[src/rtl/mem_arb_pkg.sv]
// mem_arb_pkg: shared types and byte-lane helpers
// for the IF/DM memory port arbiter.
package mem_arb_pkg;

  localparam int LANE_W = 8;
  localparam int WORD_W = 32;

  typedef enum logic [1:0] {
    S_IDLE,
    S_RD_WAIT,
    S_WR_ACK,
    S_RMW_MERGE
  } arb_state_t;

  typedef enum logic {
    OWN_IF = 1'b0,
    OWN_DM = 1'b1
  } owner_t;

  function automatic logic [WORD_W-1:0] lane_extract(
    input logic [WORD_W-1:0] w,
    input logic [1:0]        lane
  );
    logic [LANE_W-1:0] b;
    case (lane)
      2'd0:    b = w[7:0];
      2'd1:    b = w[15:8];
      2'd2:    b = w[23:16];
      default: b = w[31:24];
    endcase
    return {{(WORD_W-LANE_W){1'b0}}, b};
  endfunction

  function automatic logic [WORD_W-1:0] lane_merge(
    input logic [WORD_W-1:0] w,
    input logic [LANE_W-1:0] b,
    input logic [1:0]        lane
  );
    logic [WORD_W-1:0] r;
    r = w;
    case (lane)
      2'd0:    r[7:0]   = b;
      2'd1:    r[15:8]  = b;
      2'd2:    r[23:16] = b;
      default: r[31:24] = b;
    endcase
    return r;
  endfunction

endpackage

[src/rtl/mem_port_arbiter_if.sv]
// mem_port_arbiter_if: IF/DM request ports and RAM port
// slave = arbiter side, master = pipeline/RAM side.
interface mem_port_arbiter_if #(
  parameter int DATA_WIDTH = 32,
  parameter int ADDR_WIDTH = 32
);
  logic                  if_req;
  logic [ADDR_WIDTH-1:0] if_addr;
  logic [DATA_WIDTH-1:0] if_rdata;
  logic                  if_valid;

  logic                  dm_req;
  logic                  dm_we;
  logic                  dm_byte;
  logic [ADDR_WIDTH-1:0] dm_addr;
  logic [DATA_WIDTH-1:0] dm_wdata;
  logic [DATA_WIDTH-1:0] dm_rdata;
  logic                  dm_valid;

  logic                  mem_en;
  logic                  mem_we;
  logic [ADDR_WIDTH-3:0] mem_addr;
  logic [DATA_WIDTH-1:0] mem_wdata;
  logic [DATA_WIDTH-1:0] mem_rdata;

  modport slave (
    input  if_req, if_addr,
    input  dm_req, dm_we, dm_byte,
    input  dm_addr, dm_wdata,
    input  mem_rdata,
    output if_rdata, if_valid,
    output dm_rdata, dm_valid,
    output mem_en, mem_we,
    output mem_addr, mem_wdata
  );

  modport master (
    output if_req, if_addr,
    output dm_req, dm_we, dm_byte,
    output dm_addr, dm_wdata,
    output mem_rdata,
    input  if_rdata, if_valid,
    input  dm_rdata, dm_valid,
    input  mem_en, mem_we,
    input  mem_addr, mem_wdata
  );
endinterface

[src/rtl/mem_byte_lane.sv]
// mem_byte_lane: load byte extract (zero-extend)
// and store byte merge, purely combinational.
module mem_byte_lane
  import mem_arb_pkg::*;
(
  input  logic [WORD_W-1:0] rword,
  input  logic [1:0]        lane,
  input  logic [LANE_W-1:0] sbyte,
  output logic [WORD_W-1:0] lext,
  output logic [WORD_W-1:0] merged
);

  assign lext   = lane_extract(rword, lane);
  assign merged = lane_merge(rword, sbyte, lane);

endmodule

[src/rtl/mem_port_arbiter.sv]
// mem_port_arbiter: shares one 1-cycle-latency RAM between IF and DM.
// BYTE_STORE_EN: byte stores become read-modify-write.
module mem_port_arbiter
  import mem_arb_pkg::*;
#(
  parameter int DATA_WIDTH = 32,
  parameter int ADDR_WIDTH = 32,
  parameter int STARVE_MAX = 4
) (
  input  logic clk,
  input  logic rst,
  mem_port_arbiter_if.slave bus
);

  localparam int CW = $clog2(STARVE_MAX + 1);
  localparam logic [CW-1:0] SMAX = CW'(STARVE_MAX);

  arb_state_t            state;
  owner_t                owner;
  logic [CW-1:0]         starve_cnt;
  logic [1:0]            lane;
  logic [ADDR_WIDTH-3:0] waddr;
  logic [LANE_W-1:0]     wbyte;
  logic                  bsel;

  logic                  starved;
  logic                  grant_if;
  logic                  grant_dm;
  logic                  byte_rmw;
  logic                  wr_now;
  logic [DATA_WIDTH-1:0] lext;
  logic [DATA_WIDTH-1:0] merged;
  logic                  unused_ok;

`ifdef BYTE_STORE_EN
  assign byte_rmw = bus.dm_byte;
`else
  assign byte_rmw = 1'b0;
`endif

  assign starved  = bus.if_req && (starve_cnt == SMAX);
  assign grant_dm = (state == S_IDLE) && bus.dm_req && !starved;
  assign grant_if = (state == S_IDLE) && bus.if_req && !grant_dm;
  assign wr_now   = grant_dm && bus.dm_we && !byte_rmw;

  assign unused_ok = ^{bus.if_addr[1:0], merged, wbyte};

  mem_byte_lane u_lane (
    .rword  (bus.mem_rdata),
    .lane   (lane),
    .sbyte  (wbyte),
    .lext   (lext),
    .merged (merged)
  );

  // Access sequencer: grant in IDLE, then one wait/ack cycle.
  always_ff @(posedge clk) begin
    if (rst) begin
      state      <= S_IDLE;
      owner      <= OWN_IF;
      starve_cnt <= '0;
      lane       <= '0;
      waddr      <= '0;
      wbyte      <= '0;
      bsel       <= 1'b0;
    end else begin
      unique case (state)
        S_IDLE: begin
          unique case (1'b1)
            grant_if: begin
              owner      <= OWN_IF;
              starve_cnt <= '0;
              waddr      <= bus.if_addr[ADDR_WIDTH-1:2];
              state      <= S_RD_WAIT;
            end
            grant_dm: begin
              owner <= OWN_DM;
              if (bus.if_req && starve_cnt != SMAX)
                starve_cnt <= starve_cnt + 1'b1;
              lane  <= bus.dm_addr[1:0];
              waddr <= bus.dm_addr[ADDR_WIDTH-1:2];
              wbyte <= bus.dm_wdata[LANE_W-1:0];
              bsel  <= bus.dm_byte;
              if (!bus.dm_we)
                state <= S_RD_WAIT;
              else if (byte_rmw)
                state <= S_RMW_MERGE;
              else
                state <= S_WR_ACK;
            end
            default: ;
          endcase
        end
        S_RD_WAIT:   state <= S_IDLE;
        S_WR_ACK:    state <= S_IDLE;
        S_RMW_MERGE: state <= S_WR_ACK;
        default:     state <= S_IDLE;
      endcase
    end
  end

  // RAM port and completion outputs, all held low in reset.
  always_comb begin
    bus.mem_en    = 1'b0;
    bus.mem_we    = 1'b0;
    bus.mem_addr  = '0;
    bus.mem_wdata = '0;
    bus.if_valid  = 1'b0;
    bus.if_rdata  = '0;
    bus.dm_valid  = 1'b0;
    bus.dm_rdata  = '0;
    if (!rst) begin
      unique case (state)
        S_IDLE: begin
          if (grant_if || grant_dm) begin
            bus.mem_en   = 1'b1;
            bus.mem_we   = wr_now;
            bus.mem_addr = grant_dm ?
              bus.dm_addr[ADDR_WIDTH-1:2] :
              bus.if_addr[ADDR_WIDTH-1:2];
            if (wr_now)
              bus.mem_wdata = bus.dm_wdata;
          end
        end
        S_RD_WAIT: begin
          if (owner == OWN_IF) begin
            bus.if_valid = 1'b1;
            bus.if_rdata = bus.mem_rdata;
          end else begin
            bus.dm_valid = 1'b1;
            bus.dm_rdata = bsel ? lext : bus.mem_rdata;
          end
        end
        S_WR_ACK: bus.dm_valid = 1'b1;
`ifdef BYTE_STORE_EN
        S_RMW_MERGE: begin
          bus.mem_en    = 1'b1;
          bus.mem_we    = 1'b1;
          bus.mem_addr  = waddr;
          bus.mem_wdata = merged;
        end
`endif
        default: ;
      endcase
    end
  end

endmodule

[src/flat_wrapper.sv]
// flat-port wrapper written by rule: the top's interface ports become plain ports
module mem_port_arbiter_flat import mem_arb_pkg::*;
#(
  parameter int DATA_WIDTH = 32,
  parameter int ADDR_WIDTH = 32,
  parameter int STARVE_MAX = 4
)
  (clk, rst, bus_if_req, bus_if_addr, bus_dm_req, bus_dm_we, bus_dm_byte, bus_dm_addr, bus_dm_wdata, bus_mem_rdata, bus_if_rdata, bus_if_valid, bus_dm_rdata, bus_dm_valid, bus_mem_en, bus_mem_we, bus_mem_addr, bus_mem_wdata);
  mem_port_arbiter_if #(.DATA_WIDTH(DATA_WIDTH), .ADDR_WIDTH(ADDR_WIDTH)) bus_i ();
  input  logic clk;
  input  logic rst;
  input wire logic [$bits(bus_i.if_req)-1:0] bus_if_req;
  input wire logic [$bits(bus_i.if_addr)-1:0] bus_if_addr;
  input wire logic [$bits(bus_i.dm_req)-1:0] bus_dm_req;
  input wire logic [$bits(bus_i.dm_we)-1:0] bus_dm_we;
  input wire logic [$bits(bus_i.dm_byte)-1:0] bus_dm_byte;
  input wire logic [$bits(bus_i.dm_addr)-1:0] bus_dm_addr;
  input wire logic [$bits(bus_i.dm_wdata)-1:0] bus_dm_wdata;
  input wire logic [$bits(bus_i.mem_rdata)-1:0] bus_mem_rdata;
  output wire logic [$bits(bus_i.if_rdata)-1:0] bus_if_rdata;
  output wire logic [$bits(bus_i.if_valid)-1:0] bus_if_valid;
  output wire logic [$bits(bus_i.dm_rdata)-1:0] bus_dm_rdata;
  output wire logic [$bits(bus_i.dm_valid)-1:0] bus_dm_valid;
  output wire logic [$bits(bus_i.mem_en)-1:0] bus_mem_en;
  output wire logic [$bits(bus_i.mem_we)-1:0] bus_mem_we;
  output wire logic [$bits(bus_i.mem_addr)-1:0] bus_mem_addr;
  output wire logic [$bits(bus_i.mem_wdata)-1:0] bus_mem_wdata;
  assign bus_i.if_req = bus_if_req;
  assign bus_i.if_addr = bus_if_addr;
  assign bus_i.dm_req = bus_dm_req;
  assign bus_i.dm_we = bus_dm_we;
  assign bus_i.dm_byte = bus_dm_byte;
  assign bus_i.dm_addr = bus_dm_addr;
  assign bus_i.dm_wdata = bus_dm_wdata;
  assign bus_i.mem_rdata = bus_mem_rdata;
  assign bus_if_rdata = bus_i.if_rdata;
  assign bus_if_valid = bus_i.if_valid;
  assign bus_dm_rdata = bus_i.dm_rdata;
  assign bus_dm_valid = bus_i.dm_valid;
  assign bus_mem_en = bus_i.mem_en;
  assign bus_mem_we = bus_i.mem_we;
  assign bus_mem_addr = bus_i.mem_addr;
  assign bus_mem_wdata = bus_i.mem_wdata;
  mem_port_arbiter #(.DATA_WIDTH(DATA_WIDTH), .ADDR_WIDTH(ADDR_WIDTH), .STARVE_MAX(STARVE_MAX)) u_core (.clk(clk), .rst(rst), .bus(bus_i));
endmodule
[config.mk]
export PLATFORM = sky130hd
export DESIGN_NAME = mem_port_arbiter_flat
export DESIGN_NICKNAME = d
export VERILOG_FILES = /design/src/rtl/mem_arb_pkg.sv /design/src/rtl/mem_port_arbiter_if.sv /design/src/rtl/mem_byte_lane.sv /design/src/rtl/mem_port_arbiter.sv /design/src/flat_wrapper.sv
export SDC_FILE = /design/constraint.sdc
export NUM_CORES = 1
export LEC_CHECK = 0
export ABC_AREA = 1
export CAP_MARGIN = 20
export CORE_AREA = 2 2 102 104
export DETAILED_ROUTE_END_ITERATION = 6
export DIE_AREA = 0 0 104 106
export PLACE_DENSITY = 0.68
export REMOVE_ABC_BUFFERS = 1
export SLEW_MARGIN = 25
export SYNTH_ARGS = -nofsm -noshare
export SYNTH_HDL_FRONTEND = slang
export SYNTH_SLANG_ARGS = --single-unit
[constraint.sdc]
create_clock -name clk -period 2.1 [get_ports clk]
set_input_delay 0.42 -clock clk [delete_from_list [all_inputs] [get_ports clk]]
set_output_delay 0.42 -clock clk [all_outputs]
set_load 0.05 [all_outputs]
# Word-level counts from Yosys, hierarchy flattened
# Cells that the tools add are included.
[word_totals]
input_bits = 134
out_inout_bits = 130
elab_cells = 66
reg_bits = 9
[classes]
n_mux = 34
n_addsub = 1
eq_ne = 9
reduce_logical = 17
[op_table]
columns = ["cell", "n"]
rows = [
  ["$mux 32", 11],
  ["$mux 30", 4],
  ["$pmux 8 s3", 1],
  ["$mux 1", 11],
  ["$logic_and 1x1->1", 7],
  ["$eq 2x2->1 const B", 3],
  ["$pmux 2 s3", 1],
  ["$pmux 3 s2", 1],
  ["$eq 2x1->1 const B", 2],
  ["$logic_not 2->1", 2],
  ["$pmux 1 s2", 2],
  ["$pmux 2 s2", 1],
  ["$reduce_and 2->1", 2],
  ["$add 3x1->3 const B", 1],
  ["$eq 3x3->1 const B", 1],
  ["$mux 3", 1],
  ["$ne 3x1->1 const B", 1],
  ["$ne 3x3->1 const B", 1],
  ["$reduce_and 3->1", 1],
  ["$logic_not 1->1", 2],
  ["$mux 2", 1],
  ["$ne 2x2->1 const B", 1],
  ["$reduce_bool 2->1", 1],
  ["$reduce_or 2->1", 1],
  ["$logic_or 1x1->1", 1],
]

# Logic depth before layout (Yosys ltp)
[logic_depth]
word_depth = 10
ltp_mapped = 9
depth_no_buf = 8

# Hierarchy
# From an unflattened synthesis, not the netlist that was laid out.
[unflattened]
cells_unflattened = 657
hier_area_um2 = 3374.5
[by_module_without_submodules]
columns = ["mod", "seq_area_each_um2", "cells_per_inst", "n_inst", "area_per_inst_um2"]
rows = [
  ["mem_port_arbiter", 340.3, 505, 1, 2421.1],
  ["mem_byte_lane", 0.0, 152, 1, 953.4],
]

# Worst setup path after synthesis
# No wires, ideal clock.
[synth_path]
path_kind = "register to output"
from = "register u_core.state[1]"
to = "output bus_if_rdata[10]"
required_ns = 1.680
stages_incl_launch_ff = 8
n_path_buf = 1
setup_slack_ns = -0.573
t_arrival_ns = 2.253
cell_sequence = "dfxtp_1 > inv_1 > ha_1 > nand2_1 > nor2_1 > inv_2 > buf_2 > nor2_1"
[synth_via]
elab_chain_cells = 3
[synth_lines]
columns = ["item", "line_no", "text"]
rows = [
  ["start, declared", "mem_port_arbiter.sv:18", "arb_state_t state;"],
  ["start signal, assigned", "mem_port_arbiter.sv:59", "state <= S_IDLE;"],
  ["start signal, assigned", "mem_port_arbiter.sv:74", "state <= S_RD_WAIT;"],
  ["start signal, assigned", "mem_port_arbiter.sv:85", "state <= S_RD_WAIT;"],
  ["$eq 2x1->1", "mem_port_arbiter.sv:113", "unique case (state)"],
  ["$mux 32", "mem_port_arbiter.sv:113", ""],
  ["$mux 32", "mem_port_arbiter.sv:112", "if (!rst) begin"],
  ["end, declared", "flat_wrapper.sv:20", "output wire logic [$bits(bus_i.if_rdata)-1:0] bus_if_rdata;"],
]
# No other way between the ends.

# Worst setup path after layout
[layout_path]
from = "register u_core.state[1]"
to = "output bus_mem_addr[18]"
[layout_via]
elab_chain_cells = 9
elab_cells_between_ends = 11
classes_between = "mux (4); reduce/logical (7)"
[layout_lines]
columns = ["item", "line_no", "text"]
rows = [
  ["$logic_not 2->1 (*)", "mem_port_arbiter.sv:42, mem_port_arbiter.sv:43, mem_port_arbiter.sv:113", ""],
  ["$logic_and 1x1->1 (2 in a row)", "mem_port_arbiter.sv:42", "assign grant_dm = (state == S_IDLE) && bus.dm_req && !starved;"],
  ["$logic_not 1->1", "mem_port_arbiter.sv:43", "assign grant_if = (state == S_IDLE) && bus.if_req && !grant_dm;"],
  ["$logic_and 1x1->1", "mem_port_arbiter.sv:43", ""],
  ["$logic_or 1x1->1", "mem_port_arbiter.sv:115", "if (grant_if || grant_dm) begin"],
  ["$mux 30", "mem_port_arbiter.sv:115", ""],
  ["$mux 30 (*)", "mem_port_arbiter.sv:113", ""],
  ["$mux 30 (*)", "mem_port_arbiter.sv:112", ""],
  ["end, declared", "flat_wrapper.sv:26", "output wire logic [$bits(bus_i.mem_addr)-1:0] bus_mem_addr;"],
]
# Every way passes the cells marked *; elsewhere a longest branch is shown, timed or not.

==> results.md <==
* Placed Area at 6310 um^2
* Worst skew pair latency at around 0.23 ns
* Post-Layout Cell Count at 843
* Synthesized flop and latch total at 9
* Cell breakdown of the critical path: inv_2 > ha_4 > nand2_4 > a21oi_4 > buf_6 > clkbuf_16 > o21ai_2 > nor2_2 > clkbuf_16
* RSZ-0062 raised after global routing: true
* Violated checks: setup timing
* Initial Util at 20.1%
* Die X at between 100 and 150 um
* CP most frequent cell: clkbuf_16
* Pwr/cell area at approximately 370 nW/um^2
* Setup TNS at -3.19 ns
* Post-Place Cells at a little over 800
* Area Growth Syn to Fin at 275%
* DIE AREA at between 10000 and 15000 um^2
* # port buffers at around 260
* Max cap viols at 0
* Most frequent cells in the layout: clkdlybuf4s50_1 (128), buf_12 (127), inv_1 (70)
* Final HPWL DP at around 10000 um
* TritonRoute pass-1 iters at 4
* Total power at ~2800 uW
* Leak at ~0.0031 uW
* Fin crit period at about 2.2 ns
* Worst Path Required at between 1.5 and 2 ns
* Vias at 3876
* Status: complete, but fails checks
* Global-route wire length before repair at approximately 20000 um
* H-tree depth at 1
* Critical path launch point type: flop
* Drt wl/cell at 16.3 um
* Peak fanout along the critical path at 7
* Buf+Inv Stages, Crit Path at 4
* DRT iter0 DRCs at 94
* CP delay by family, top: buffers and inverters
* Die H at 106 um
* Endpoints failing setup at just over 60
* Clk_skew at between 0.002 and 0.0025 ns
* CP Class: reg -> out
* Core area at 10000 um^2
* Yosys warns at 0
* Layout cells sized above 1 at between 50 and 60%
* Antenna diode count at 0
* Sequential fraction of the synthesis area at between 8 and 9%
* Most common cell after layout, fill and taps aside: clkdlybuf4s50_1
* Final ANT Viol Nets at 0
* Slowest-stage cell, CP: dfxtp_2
* CTS Sinks at 9
* Cell variety after synth at 25
* Total detailed-routing wirelength at around 14000 um
* DR vias/cell at 4.60
* Nature of the critical path endpoint: output pin
* Fmax at approximately 460 MHz
* CTS Buf Count at 3
* Cells after Synth at between 400 and 500
* Nets at between 800 and 900
* Largest net degree at the start of global routing at 29
* Gpl congestion at between 0.8 and 0.9
* Critical path arrival at about 1.8 ns
* Mean Syn Cell Area at approximately 5 um^2
* Residual DRC count at 0
* Rel. slew slack at roughly four fifths
* TritonCTS clock tree: built
* Part of the cycle the worst path needs at 104%
* HP Class: reg -> reg
* Gr usage total at a little over a fifth
* Clock transition at the registers of the reported paths at about 0.05 ns
* Maximum vdd drop at between 300 and 400 uV
* Post-synthesis cell area at approximately 2000 um^2
* Initial antenna violation count at 0
* Worst Slack Setup Final at -0.0941 ns
* Design area at about 7500 um^2
* Max Slew Vio Count at 0
* # IOs at approximately 260
* Hold Fails Final Rpt at 0
* CTS max path bufs at 2
* Actual slew at the worst max-slew pin at approximately 0.30 ns
* Vias in the first global route at 3984
* Aggregate global routing overflow at 0
* CP max stage delay at about 0.32 ns
* Root Buffer Master: clkbuf_8
* FP Rows at 37
==> cells by family (layout without fill, tap and decap cells) <==
group,after synthesis,in the layout,share of synthesized area [%]
and+or+nand+nor,214,214,44.0
xor gates and xnor gates,1,1,0.436
adders and majority gates,6,6,3.74
DFF,9,9,8.97
AOI/OAI and AO/OA,69,69,19.3
buffers and inverters,104,408,23.5
==> flip-flops by register name (all words and copies together) (netlist names) <==
register,flops
u_core.bsel,1
u_core.lane,2
u_core.owner,1
u_core.starve_cnt,3
u_core.state,2
==> per-layer routing <==
| layer | GRT usage [%] | vias up | share of wire, % |
|---|---|---|---|
| li1 | - | 1849 | - |
| met1 | 23.6 | 1827 | 35 |
| met2 | 44.1 | 178 | 57 |
| met3 | 3.62 | 22 | 5.5 |
| met4 | 5.60 | 0 | 2.1 |
| met5 | 0 | - | 0 |
==> cells in the mapped netlist <==
master / instances / share of area, %
nor2_1: 119 / 22
inv_1: 76 / 14
nand2_1: 40 / 7.5
o21ai_0: 29 / 7.2
a21oi_1: 28 / 7.0
nand3_1: 25 / 6.2
nor3_1: 24 / 6.0
buf_6: 9 / 5.0
dfxtp_1: 9 / 9.0
buf_2: 7 / 1.7
o21ai_2: 7 / 3.1
clkbuf_1: 6 / 1.1
ha_1: 6 / 3.7
nand2_2: 4 / 1.2
inv_2: 3 / 0.56
o21ai_1: 2 / 0.50
a21oi_4: 1 / 0.81
buf_4: 1 / 0.37
clkinv_1: 1 / 0.19
clkinv_2: 1 / 0.25
nand3_2: 1 / 0.50
nand3b_1: 1 / 0.37
o211ai_1: 1 / 0.37
o31ai_1: 1 / 0.37
xor2_1: 1 / 0.44
==> path summary, 6_finish.rpt <==
check,end,depth (start not counted),startpoint,slack (ns)
max,bus_mem_addr[18],9,u_core.state[1],-0.09
min,u_core.bsel,2,u_core.bsel,0.46
max reg2reg,u_core.lane[0],10,u_core.state[1],0.50
min reg2reg,u_core.bsel,2,u_core.bsel,0.46
==> power by group <==
| group | switching [uW] | internal [uW] | leakage [uW] | total, uW |
|---|---|---|---|---|
| Combinational | 1250 | 1140 | 0.00301 | 2390 |
| Sequential | 28.7 | 192 | 0.0000762 | 221 |
| Clock | 65.8 | 132 | 0.0000228 | 198 |
==> worst register-to-register path, cell delays in order (launching register included) <==
cell and delay (ns):
dfxtp_2 0.32, inv_2 0.07, ha_4 0.19, nand2_4 0.09, clkinv_4 0.08, nand2_8 0.08
buf_4 0.15, buf_4 0.12, buf_4 0.14, o21ai_0 0.18, a21oi_1 0.06
==> layout make-up <==
cell class	instances	area, um^2
clock buffers	4	45.0
repair buffers	323	4660
flip-flops and latches	9	188
inverters	81	323
fillers	692	2470
well taps	136	170
multi-input cells	290	2150
==> metrics by stage <==
step	util, %	setup slack, ns	hold WS [ns]
finish	75.3	-0.0941	0.464
global route	75.3	-0.156	0.494
CTS	69.1	-0.0621	0.472
detailed placement	63.1	-0.257	0.466
global placement	63.1	-0.226	0.443
floorplan	-	-0.731	0.456
==> what timing repair did <==
item	in CTS	in global routing
cloned	4	5
pin swaps	8	28
buffers inserted	5	7
hold buffers	0	0
endpoints found under the setup margin	128	120
gates resized for setup	123	141
Note: power is estimated with default switching activity, not from simulation.
